## src/rtl/alu_pkg.sv

```systemverilog
// -----------------------------------------------------------------------------
// alu_pkg
//
// Shared types for the sequential ALU (seq_alu) and its combinational
// core (alu_core).
//
//   op_t     4-bit opcode encoding seen on seq_alu.op
//   state_t  sequencer states (IDLE, BUSY, DONE)
//   flags_t  packed status flags {cf, zf, sf, vf}
//   is_shift helper: true for the five shift/rotate opcodes
//
// Optional feature macro used by the design files: SEQ_ALU_MUL_EN.
// -----------------------------------------------------------------------------
package alu_pkg;

    typedef enum logic [3:0] {
        OP_ADD   = 4'h0,
        OP_ADC   = 4'h1,
        OP_SUB   = 4'h2,
        OP_SBC   = 4'h3,
        OP_AND   = 4'h4,
        OP_OR    = 4'h5,
        OP_XOR   = 4'h6,
        OP_NOT   = 4'h7,
        OP_SHL   = 4'h8,
        OP_SHR   = 4'h9,
        OP_SAR   = 4'hA,
        OP_ROL   = 4'hB,
        OP_ROR   = 4'hC,
        OP_MUL   = 4'hD,
        OP_PASS  = 4'hE,
        OP_PASS2 = 4'hF
    } op_t;

    typedef enum logic [1:0] {
        IDLE = 2'd0,
        BUSY = 2'd1,
        DONE = 2'd2
    } state_t;

    typedef struct packed {
        logic cf;
        logic zf;
        logic sf;
        logic vf;
    } flags_t;

    function automatic logic is_shift(input op_t op_in);
        return (op_in == OP_SHL) || (op_in == OP_SHR) || (op_in == OP_SAR) ||
               (op_in == OP_ROL) || (op_in == OP_ROR);
    endfunction

endpackage

```

## src/rtl/alu_core.sv

```systemverilog
// -----------------------------------------------------------------------------
// alu_core
//
// Purely combinational single-cycle part of the sequential ALU. Handles
// ADD/ADC/SUB/SBC, AND/OR/XOR/NOT and PASS. Any other opcode (shifts, MUL)
// yields o=0 with cf=vf=0; seq_alu never uses the core result for those,
// except MUL in a build without the multiplier where exactly that zero
// result is wanted.
//
// Parameters:
//   WIDTH  operand/result width (>= 2)
//
// Ports:
//   op     opcode (alu_pkg::op_t)
//   a, b   operands
//   ci     carry in, used by ADC and SBC
//   o      result
//   flags  {cf, zf, sf, vf}
// -----------------------------------------------------------------------------
module alu_core
    import alu_pkg::*;
#(
    parameter int WIDTH = 8
) (
    input  op_t              op,
    input  logic [WIDTH-1:0] a,
    input  logic [WIDTH-1:0] b,
    input  logic             ci,
    output logic [WIDTH-1:0] o,
    output flags_t           flags
);

    logic [WIDTH-1:0] y;      // second addend: b or ~b
    logic             cin;
    logic             arith;
    logic [WIDTH:0]   sum;

    // All four arithmetic ops share one adder; subtraction is a + ~b + cin.
    always_comb begin
        y     = b;
        cin   = 1'b0;
        arith = 1'b0;
        case (op)
            OP_ADD: begin y = b;  cin = 1'b0; arith = 1'b1; end
            OP_ADC: begin y = b;  cin = ci;   arith = 1'b1; end
            OP_SUB: begin y = ~b; cin = 1'b1; arith = 1'b1; end
            OP_SBC: begin y = ~b; cin = ci;   arith = 1'b1; end
            default: ;
        endcase
        sum = {1'b0, a} + {1'b0, y} + {{WIDTH{1'b0}}, cin};
    end

    always_comb begin
        o = '0;
        case (op)
            OP_ADD, OP_ADC, OP_SUB, OP_SBC: o = sum[WIDTH-1:0];
            OP_AND:                         o = a & b;
            OP_OR:                          o = a | b;
            OP_XOR:                         o = a ^ b;
            OP_NOT:                         o = ~a;
            OP_PASS, OP_PASS2:              o = a;
            default:                        o = '0;
        endcase

        // For SUB/SBC the carry out doubles as "no borrow".
        flags.cf = arith & sum[WIDTH];
        flags.zf = (o == '0);
        flags.sf = o[WIDTH-1];
        flags.vf = arith && (a[WIDTH-1] == y[WIDTH-1]) && (o[WIDTH-1] != a[WIDTH-1]);
    end

endmodule

```

## src/rtl/seq_alu.sv

```systemverilog
// -----------------------------------------------------------------------------
// seq_alu
//
// Multi-cycle ALU between register-file read and writeback. Single-cycle
// ops (arithmetic, logic, PASS) come from alu_core; shifts and rotates step
// one bit per cycle, and MUL is an unsigned shift-add multiplier taking
// WIDTH cycles. Operands are captured on the accepting edge, so input
// changes while BUSY or DONE have no effect.
//
// Latency from accept edge to out_valid:
//   1            single-cycle ops, shifts by 0, MUL when not built
//   amount+1     shifts/rotates (amount = b[SHW-1:0])
//   WIDTH+1      MUL
//
// Optional feature macro: SEQ_ALU_MUL_EN
//   defined   : multiplier datapath present, {hi,o} = a*b
//   undefined : op D completes in one cycle with o=0, hi=0, zf=1, others 0
//
// Parameters:
//   WIDTH  operand/result width (>= 2)
//   SHW    shift-amount width, $clog2(WIDTH), not overridable
//
// Ports:
//   clk, rst           clock, synchronous active-high reset
//   in_valid/in_ready  operand handshake (op, a, b, ci)
//   out_valid/out_ready result handshake
//   o                  result (low half for MUL)
//   hi                 MUL high half, 0 otherwise
//   cf, zf, sf, vf     carry, zero, sign, signed overflow
// -----------------------------------------------------------------------------
module seq_alu
    import alu_pkg::*;
#(
    parameter  int WIDTH = 8,
    localparam int SHW   = $clog2(WIDTH)
) (
    input  logic             clk,
    input  logic             rst,
    input  logic             in_valid,
    output logic             in_ready,
    input  op_t              op,
    input  logic [WIDTH-1:0] a,
    input  logic [WIDTH-1:0] b,
    input  logic             ci,
    output logic             out_valid,
    input  logic             out_ready,
    output logic [WIDTH-1:0] o,
    output logic [WIDTH-1:0] hi,
    output logic             cf,
    output logic             zf,
    output logic             sf,
    output logic             vf
);

    // Counter must hold WIDTH for MUL, so one bit wider than SHW.
    localparam int CW = $clog2(WIDTH + 1);

    state_t           state;
    op_t              op_r;
    logic [CW-1:0]    cnt;
    logic [WIDTH-1:0] work_lo;
    flags_t           flags_r;

`ifdef SEQ_ALU_MUL_EN
    logic [WIDTH-1:0] work_hi;
    logic [WIDTH-1:0] mcand;
    logic [WIDTH:0]   psum;
    logic [WIDTH-1:0] step_hi;
`endif

    logic [SHW-1:0]   amt;
    logic [WIDTH-1:0] core_o;
    flags_t           core_flags;
    logic [WIDTH-1:0] imm_o;
    flags_t           imm_flags;
    logic [WIDTH-1:0] step_lo;
    logic             step_c;
    logic [WIDTH-1:0] done_hi;
    logic             done_cf;

    assign amt = b[SHW-1:0];

    assign cf = flags_r.cf;
    assign zf = flags_r.zf;
    assign sf = flags_r.sf;
    assign vf = flags_r.vf;

    alu_core #(
        .WIDTH (WIDTH)
    ) u_core (
        .op    (op),
        .a     (a),
        .b     (b),
        .ci    (ci),
        .o     (core_o),
        .flags (core_flags)
    );

    // Result for anything that finishes on the accepting edge. A shift by 0
    // passes a through with cf=0; MUL only gets here when not built.
    always_comb begin
        imm_o     = core_o;
        imm_flags = core_flags;
        if (is_shift(op)) begin
            imm_o        = a;
            imm_flags.cf = 1'b0;
            imm_flags.zf = (a == '0);
            imm_flags.sf = a[WIDTH-1];
            imm_flags.vf = 1'b0;
        end else if (op == OP_MUL) begin
            imm_o        = '0;
            imm_flags.cf = 1'b0;
            imm_flags.zf = 1'b1;
            imm_flags.sf = 1'b0;
            imm_flags.vf = 1'b0;
        end
    end

    // One iteration of the latched shift/rotate or multiply. step_c is the
    // bit leaving the word this cycle; after the final step it is the
    // "last bit shifted out" carry.
    always_comb begin
        step_lo = work_lo;
        step_c  = 1'b0;
`ifdef SEQ_ALU_MUL_EN
        step_hi = work_hi;
        psum    = '0;
`endif
        case (op_r)
            OP_SHL: begin
                step_lo = {work_lo[WIDTH-2:0], 1'b0};
                step_c  = work_lo[WIDTH-1];
            end
            OP_SHR: begin
                step_lo = {1'b0, work_lo[WIDTH-1:1]};
                step_c  = work_lo[0];
            end
            OP_SAR: begin
                step_lo = {work_lo[WIDTH-1], work_lo[WIDTH-1:1]};
                step_c  = work_lo[0];
            end
            OP_ROL: begin
                step_lo = {work_lo[WIDTH-2:0], work_lo[WIDTH-1]};
                step_c  = work_lo[WIDTH-1];
            end
            OP_ROR: begin
                step_lo = {work_lo[0], work_lo[WIDTH-1:1]};
                step_c  = work_lo[0];
            end
`ifdef SEQ_ALU_MUL_EN
            // Shift-add: multiplier bits are consumed from work_lo[0] while
            // product bits shift in from the top, so after WIDTH steps
            // {work_hi, work_lo} holds the full product.
            OP_MUL: begin
                psum    = {1'b0, work_hi} + (work_lo[0] ? {1'b0, mcand} : '0);
                step_hi = psum[WIDTH:1];
                step_lo = {psum[0], work_lo[WIDTH-1:1]};
            end
`endif
            default: ;
        endcase

`ifdef SEQ_ALU_MUL_EN
        done_hi = (op_r == OP_MUL) ? step_hi : '0;
        done_cf = (op_r == OP_MUL) ? (step_hi != '0) : step_c;
`else
        done_hi = '0;
        done_cf = step_c;
`endif
    end

    always_ff @(posedge clk) begin
        if (rst) begin
            state      <= IDLE;
            in_ready   <= 1'b1;
            out_valid  <= 1'b0;
            o          <= '0;
            hi         <= '0;
            flags_r.cf <= 1'b0;
            flags_r.zf <= 1'b1;
            flags_r.sf <= 1'b0;
            flags_r.vf <= 1'b0;
        end else begin
            case (state)
                // ---- IDLE: accept and either finish now or start iterating
                IDLE: begin
                    if (in_valid) begin
                        op_r     <= op;
                        in_ready <= 1'b0;
                        if (is_shift(op) && (amt != '0)) begin
                            state   <= BUSY;
                            cnt     <= CW'(amt);
                            work_lo <= a;
                        end
`ifdef SEQ_ALU_MUL_EN
                        else if (op == OP_MUL) begin
                            state   <= BUSY;
                            cnt     <= CW'(WIDTH);
                            work_lo <= a;
                            work_hi <= '0;
                            mcand   <= b;
                        end
`endif
                        else begin
                            state     <= DONE;
                            out_valid <= 1'b1;
                            o         <= imm_o;
                            hi        <= '0;
                            flags_r   <= imm_flags;
                        end
                    end
                end

                // ---- BUSY: one step per cycle, publish on the last one
                BUSY: begin
                    work_lo <= step_lo;
`ifdef SEQ_ALU_MUL_EN
                    work_hi <= step_hi;
`endif
                    cnt <= cnt - CW'(1);
                    if (cnt == CW'(1)) begin
                        state      <= DONE;
                        out_valid  <= 1'b1;
                        o          <= step_lo;
                        hi         <= done_hi;
                        flags_r.cf <= done_cf;
                        flags_r.zf <= (step_lo == '0);
                        flags_r.sf <= step_lo[WIDTH-1];
                        flags_r.vf <= 1'b0;
                    end
                end

                // ---- DONE: hold result until consumed; in_ready returns
                // only after the handshake edge, so no same-cycle accept.
                DONE: begin
                    if (out_ready) begin
                        state     <= IDLE;
                        out_valid <= 1'b0;
                        in_ready  <= 1'b1;
                    end
                end

                default: begin
                    state     <= IDLE;
                    out_valid <= 1'b0;
                    in_ready  <= 1'b1;
                end
            endcase
        end
    end

endmodule

```

## config.mk

```make
export PLATFORM = sky130hd
export DESIGN_NAME = seq_alu
export DESIGN_NICKNAME = d
export VERILOG_FILES = /design/src/rtl/alu_pkg.sv /design/src/rtl/alu_core.sv /design/src/rtl/seq_alu.sv
export SDC_FILE = /design/constraint.sdc
export NUM_CORES = 1
export LEC_CHECK = 0
export CORE_ASPECT_RATIO = 1.4
export CORE_MARGIN = 2
export CORE_UTILIZATION = 50
export CTS_CLUSTER_DIAMETER = 80
export DETAILED_ROUTE_END_ITERATION = 8
export PLACE_DENSITY = 0.73
export SETUP_SLACK_MARGIN = 0.02
export SLEW_MARGIN = 10
export SYNTH_ARGS = -nofsm -noshare
export SYNTH_HDL_FRONTEND = slang
export SYNTH_SLANG_ARGS = --single-unit
```

## constraint.sdc

```tcl
create_clock -name clk -period 5.3 [get_ports clk]
set_input_delay 0.795 -clock clk [delete_from_list [all_inputs] [get_ports clk]]
set_output_delay 0.795 -clock clk [all_outputs]
set_load 0.05 [all_outputs]
```

# [After elaboration in Yosys (flattened, before gate mapping)]
# Index checks and enable logic that the tools add are counted.
[totals] ff_bits=40
[op_classes] reduce_logical=26 mux=41 bitwise_logic=8 n_eq_ne=30 n_addsub=3
[ops] cell="2-to-1 mux 8 bit" n=11
[ops] cell="equality test 4 bit, second input constant" n=13
[ops] cell="one-hot mux 8 bit (2 select lines)" n=3
[ops] cell="one-hot mux 8 bit (6 select lines)" n=1
[ops] cell="one-hot mux 8 bit (5 select lines)" n=1
[ops] cell="2-to-1 mux 4 bit" n=7
[ops] cell="zero test 8 bit" n=3
[ops] cell="equality test 4 x 3 -> 1 bit, second input constant" n=4
[ops] cell="inverter 8 bit" n=2
[ops] cell="one-hot mux 4 bit (2 select lines)" n=2
[ops] cell="AND reduction 4 bit" n=3
[ops] cell="!= test 2 bit, second input constant" n=5
[ops] cell="adder 8 x 8 -> 9 bit" n=1
[ops] cell="adder 9 x 1 -> 9 bit" n=1
[ops] cell="AND reduction 3 bit" n=3
[ops] cell="AND 8 bit" n=1
[ops] cell="equality test 4 x 1 -> 1 bit, second input constant" n=2
[ops] cell="equality test 4 x 2 -> 1 bit, second input constant" n=2
[ops] cell="2-to-1 mux 2 bit" n=4
[ops] cell="bitwise OR 8 bit" n=1
[ops] cell="OR reduction 2 bit" n=4
[ops] cell="XOR 8 bit" n=1
[ops] cell="2-to-1 mux 1 bit" n=7
[ops] cell="one-hot mux 1 bit (3 select lines)" n=2
[ops] cell="other kinds (17)" n=24

# [Logic depth before layout (Yosys ltp)]
[logic_depth] word_depth=13 ltp_mapped=14 ltp_nobuf=12

# [By module]
# A second synthesis with hierarchy kept.
[hier_totals] hier_cells=400 hier_area_um2=3316.9
[by_module_without_submodules] module="seq_alu" cells_per_inst=242 instances=1 area_per_inst_um2=2129.5
[by_module_without_submodules] module="alu_core" cells_per_inst=158 instances=1 area_per_inst_um2=1187.4

# [Least setup slack after synthesis]
# Ideal clock, no wire load.
[synth_path] kind="input port to flip-flop" start="input op[1]" end="register zf (netlist name)" cell_stages=14 n_path_buf=3 t_arrival_ns=4.023 slack_ns=1.219 path_cell_list="buf_2 -> clkbuf_1 -> and2_1 -> clkbuf_1 -> xnor2_1 -> fa_1 -> fa_1 -> a21oi_1 -> o21ai_0 -> xor2_1 -> a2111oi_0 -> nand4b_1 -> nor2_1 -> o32a_2"
[synth_between] elab_chain_len=12 elab_cells_between_ends=38 cone_classes="add/sub: 2; eq/ne: 16; mux: 8; reduce/logical: 12"
[synth_rtl] element="from (decl)" line="seq_alu.sv:41" text="input op_t op,"
[synth_rtl] element="equality test 4 x 2 -> 1 bit" line="alu_core.sv:43, alu_core.sv:55"
[synth_rtl] element="OR reduction 2 bit (no source line)"
[synth_rtl] element="2-to-1 mux 8 bit"
[synth_rtl] element="adder 8 x 8 -> 9 bit" line="alu_core.sv:50" text="sum = {1'b0, a} + {1'b0, y} + {{WIDTH{1'b0}}, cin};"
[synth_rtl] element="adder 9 x 1 -> 9 bit" line="alu_core.sv:50"
[synth_rtl] element="one-hot mux 8 bit (6 select lines)" line="alu_core.sv:55" text="case (op)"
[synth_rtl] element="zero test 8 bit" line="alu_core.sv:67" text="flags.zf = (o == '0);"
[synth_rtl] element="2-to-1 mux 4 bit" line="seq_alu.sv:110" text="end else if (op == OP_MUL) begin"
[synth_rtl] element="2-to-1 mux 4 bit" line="seq_alu.sv:104" text="if (is_shift(op)) begin"
[synth_rtl] element="2-to-1 mux 4 bit" line="seq_alu.sv:190" text="if (is_shift(op) && (amt != '0)) begin"
[synth_rtl] element="2-to-1 mux 4 bit" line="seq_alu.sv:187" text="if (in_valid) begin"
[synth_rtl] element="one-hot mux 4 bit (2 select lines)" line="seq_alu.sv:184" text="case (state)"
# Parallel ways exist; a longest one is shown, timed or not. The select of a mux whose other input is x is not followed.
# A chain may end at the register's enable or synchronous reset.

# [Worst setup path after layout]
[layout_path] start="input op[3]" end="register zf (netlist name)"
[layout_between] elab_chain_len=12 elab_cells_between_ends=38 cone_classes="add/sub: 2; eq/ne: 16; mux: 8; reduce/logical: 12"
[layout_rtl] element="equality test 4 x 2 -> 1 bit" line="alu_core.sv:43, alu_core.sv:55"
[layout_rtl] element="OR reduction 2 bit (no source line)"
[layout_rtl] element="2-to-1 mux 8 bit"
[layout_rtl] element="adder 8 x 8 -> 9 bit" line="alu_core.sv:50"
[layout_rtl] element="adder 9 x 1 -> 9 bit" line="alu_core.sv:50"
[layout_rtl] element="one-hot mux 8 bit (6 select lines)" line="alu_core.sv:55"
[layout_rtl] element="zero test 8 bit" line="alu_core.sv:67"
[layout_rtl] element="2-to-1 mux 4 bit" line="seq_alu.sv:110"
[layout_rtl] element="2-to-1 mux 4 bit" line="seq_alu.sv:104"
[layout_rtl] element="2-to-1 mux 4 bit" line="seq_alu.sv:190"
[layout_rtl] element="2-to-1 mux 4 bit" line="seq_alu.sv:187"
[layout_rtl] element="one-hot mux 4 bit (2 select lines)" line="seq_alu.sv:184"
# Parallel ways exist; a longest one is shown, timed or not. The select of a mux whose other input is x is not followed.

==> metrics.csv <==
stage;metric;value;unit
synth;syn_avg_cell_area;8.03;um^2
timing;setup_ws;1100;ps
global_routing;grt_pass1_wl;13700;um
detailed_routing;viasPerCell;6.18;
cells_and_area;area_delta_synth_final;15.5;%
worst_setup_path;start_kind;primary input;
cells_and_area;final_common_cell;clkdlybuf4s50_1;
place;place.port_buffers;38;
clock_network;cts_tree;yes;
place;gp_congestion;0.922;
worst_setup_path;cp.required;5520;ps
worst_setup_path;cp.arrival;4420;ps
floorplanning;dieArea;6870;um^2
synth;synth.area.top_cells;edfxtp_1 15%, ha_1 10%, dfxtp_1 9.7%, a21oi_1 4.5%, nand2_1 4.3%;
pwr;power.leakage;0.00142;uW
synth;ys_seq_elements;31;
pwr;power_per_cell_area;232;nW/um^2
detailed_routing;wl_per_cell;16.8;um
global_routing;grt_use_total;24.3;%
global_routing;grt_pass1_vias;2861;
synth;yosysTopAreaCellShare;15.5;%
timing;finalClockSkew;3.56;ps
run_status;status;complete, no violations;
detailed_routing;antenna_left;0;
worst_setup_path;critPathCaptureType;flop;
synth;ys_types;64;
synth;synth.largest_area_cell;edfxtp_1;
detailed_routing;drc_errors;0;
floorplanning;die_h;97.3;um
clock_network;numCtsBuffers;5;
global_routing;grt_max_degree;23;
detailed_routing;dr.pass1.iters;7;
synth;seq_area_frac_synth;25.1;%
synth;synth_flop_cell;edfxtp_1;
timing;drv_slew;0;
min_path;hold_path_class;reg -> reg;
timing;rsz0062_at_grt;no;
timing;slew_headroom;35.3;%
floorplanning;num_rows;34;
clock_network;clock_latency;280;ps
floorplanning;die_w;70.6;um
pwr;ir_worst_vdd;0.000113;V
clock_network;cts_buffer_depth;2;
synth;synthesis.area;3110;um^2
timing;fmax;0.238;GHz
cells_and_area;nFillCells;581;
place;pre_cts_slack;826;ps
cells_and_area;num_antenna_cells;0;
synth;yosysWarnings;0;
cells_and_area;drive_above_1_share;6.30;%
floorplanning;start_util;50.7;%
cells_and_area;final_cell_mix;38 x clkdlybuf4s50_1, 36 x nand2_1, 28 x a21oi_1;
clock_network;cts_resized;0;
synth;synthCells;387;
clock_network;clock_sinks;31;
clock_network;hold_buffers;0;
timing;fin_setup_tns;0;ps
timing;min_period_over_period;79.2;%
timing;fin_crit;4200;ps
floorplanning;ios;47;
detailed_routing;via_count;2995;
clock_network;cts-root-buf;clkbuf_8;
timing;setup-violations-final;0;
global_routing;gr-total-overflow;0;
clock_network;htree_levels;2;
floorplanning;core;6130;um^2
worst_setup_path;critical_path.max_fanout;6;
detailed_routing;first_iter_violations;262;
place;dp_hpwl;6340;um
run;drv_cap;0;
clock_network;clk_pin_slew;60;ps
timing;tightest_slew;968;ps
pwr;finalPower;832;uW
synth;synth_edf_count;16;
detailed_routing;drt-total-wl;8160;um
timing;final_hold_viol_count;0;
global_routing;antenna_found_initial;0;
cells_and_area;nets;464;
synth;async_flop_share;0;%
worst_setup_path;worstSetupPathType;in -> reg;
clock_network;post_cts_buffers;0;
-- worst max-delay path, cell delays in order --
cell             delay, ps
clkdlybuf4s50_1        420
nor2_1                 390
and2_1                 230
xnor2_1                 90
fa_1                   440
fa_1                   420
a21oi_1                230
o21ai_0                130
xor2_1                 150
a2111oi_0              630
nand4b_1               190
nor2_1                 160
o32a_2                 150
-- synth_stat cells (all sizes together) (2+ instances only) --
cell type,number
xnor2,10
inv,26
and3,4
o2111ai,2
nand2b,4
a221oi,2
clkbuf,16
a21boi,8
nand4,5
xor2,3
fa,2
a211o,5
o21ai,19
and2,2
a21oi,28
a31oi,5
a21o,3
a32o,7
o221ai,2
buf,17
nor2b,9
ha,25
mux2i,5
o22ai,3
nand2,36
a221o,2
a2111oi,2
nor3b,5
mux4,2
mux2,3
a211oi,4
o21a,3
nor3,14
nand3,15
or2,3
edfxtp,16
or3,2
o211ai,5
nor2,26
a222oi,2
a22oi,3
dfxtp,15
-- final cells by class --
type | instances | area, um^2 | area share (%)
Tap cell | 72 | 90.1 | 2.51
Multi-Input combinational cell | 304 | 2080 | 57.9
Inverter | 26 | 97.6 | 2.72
Clock buffer | 6 | 82.6 | 2.30
Timing Repair Buffer | 44 | 425 | 11.9
Sequential cell | 31 | 781 | 21.8
Clock inverter | 2 | 35.0 | 0.976
-- metal layers --
metal | part of all wire, % | vias to the layer above | GRT usage (%)
met2 | 51 | 119 | 41.5
li1 | - | 1451 | -
met5 | 0 | - | 0
met3 | 4.5 | 29 | 2.80
met4 | 4.3 | 0 | 12.0
met1 | 40 | 1396 | 29.8
-- state kept, by name (all words and copies together) (netlist names) --
signal and count:
op_r 4, cnt 4, state 2, sf 1, in_ready 1, work_lo 8, o 7, cf 1
out_valid 1, zf 1, vf 1
-- per-stage QoR --
step           util [%]  cell area, um^2  cells  hold WS [ps]
2_1_floorplan         -             3130    394           533
6_report           58.6             3590    485           456
4_1_cts            58.6             3590    485           458
5_1_grt            58.6             3590    485           491
3_3_place_gp       56.7             3470    477           445
3_5_place_dp       56.7             3470    477           449
-- power breakdown --
group          total, uW  internal [uW]  switching (uW)  leakage [uW]
sequential           292            272            20.3      0.000270
clock                239            152            86.6     0.0000612
combinational        301            118             183       0.00109
total                832            542             290       0.00142
-- path summary, 6_finish.rpt --
check / start / endpoint / depth (start not counted) / slack [ps]
min: o[3] / o[3] / 2 / 460
min reg2reg: o[3] / o[3] / 2 / 460
max reg2reg: op_r[0] / zf / 6 / 2750
max: op[3] / zf / 13 / 1100
-- kinds of logic (layout without fill, tap and decap cells) --
group	count (synthesis)	count (layout)	synth area share (%)
AO/OA/AOI/OAI	113	113	25.3
XOR/XNOR	13	13	3.66
adder cells (fa/ha/maj)	27	27	11.4
buffers and inverters	59	78	8.86
flip-flops	31	31	25.1
multiplexers	10	10	4.15
other	1	8	0.121
AND/OR/NAND/NOR	133	133	21.5
(Power assumes the default switching activity.)
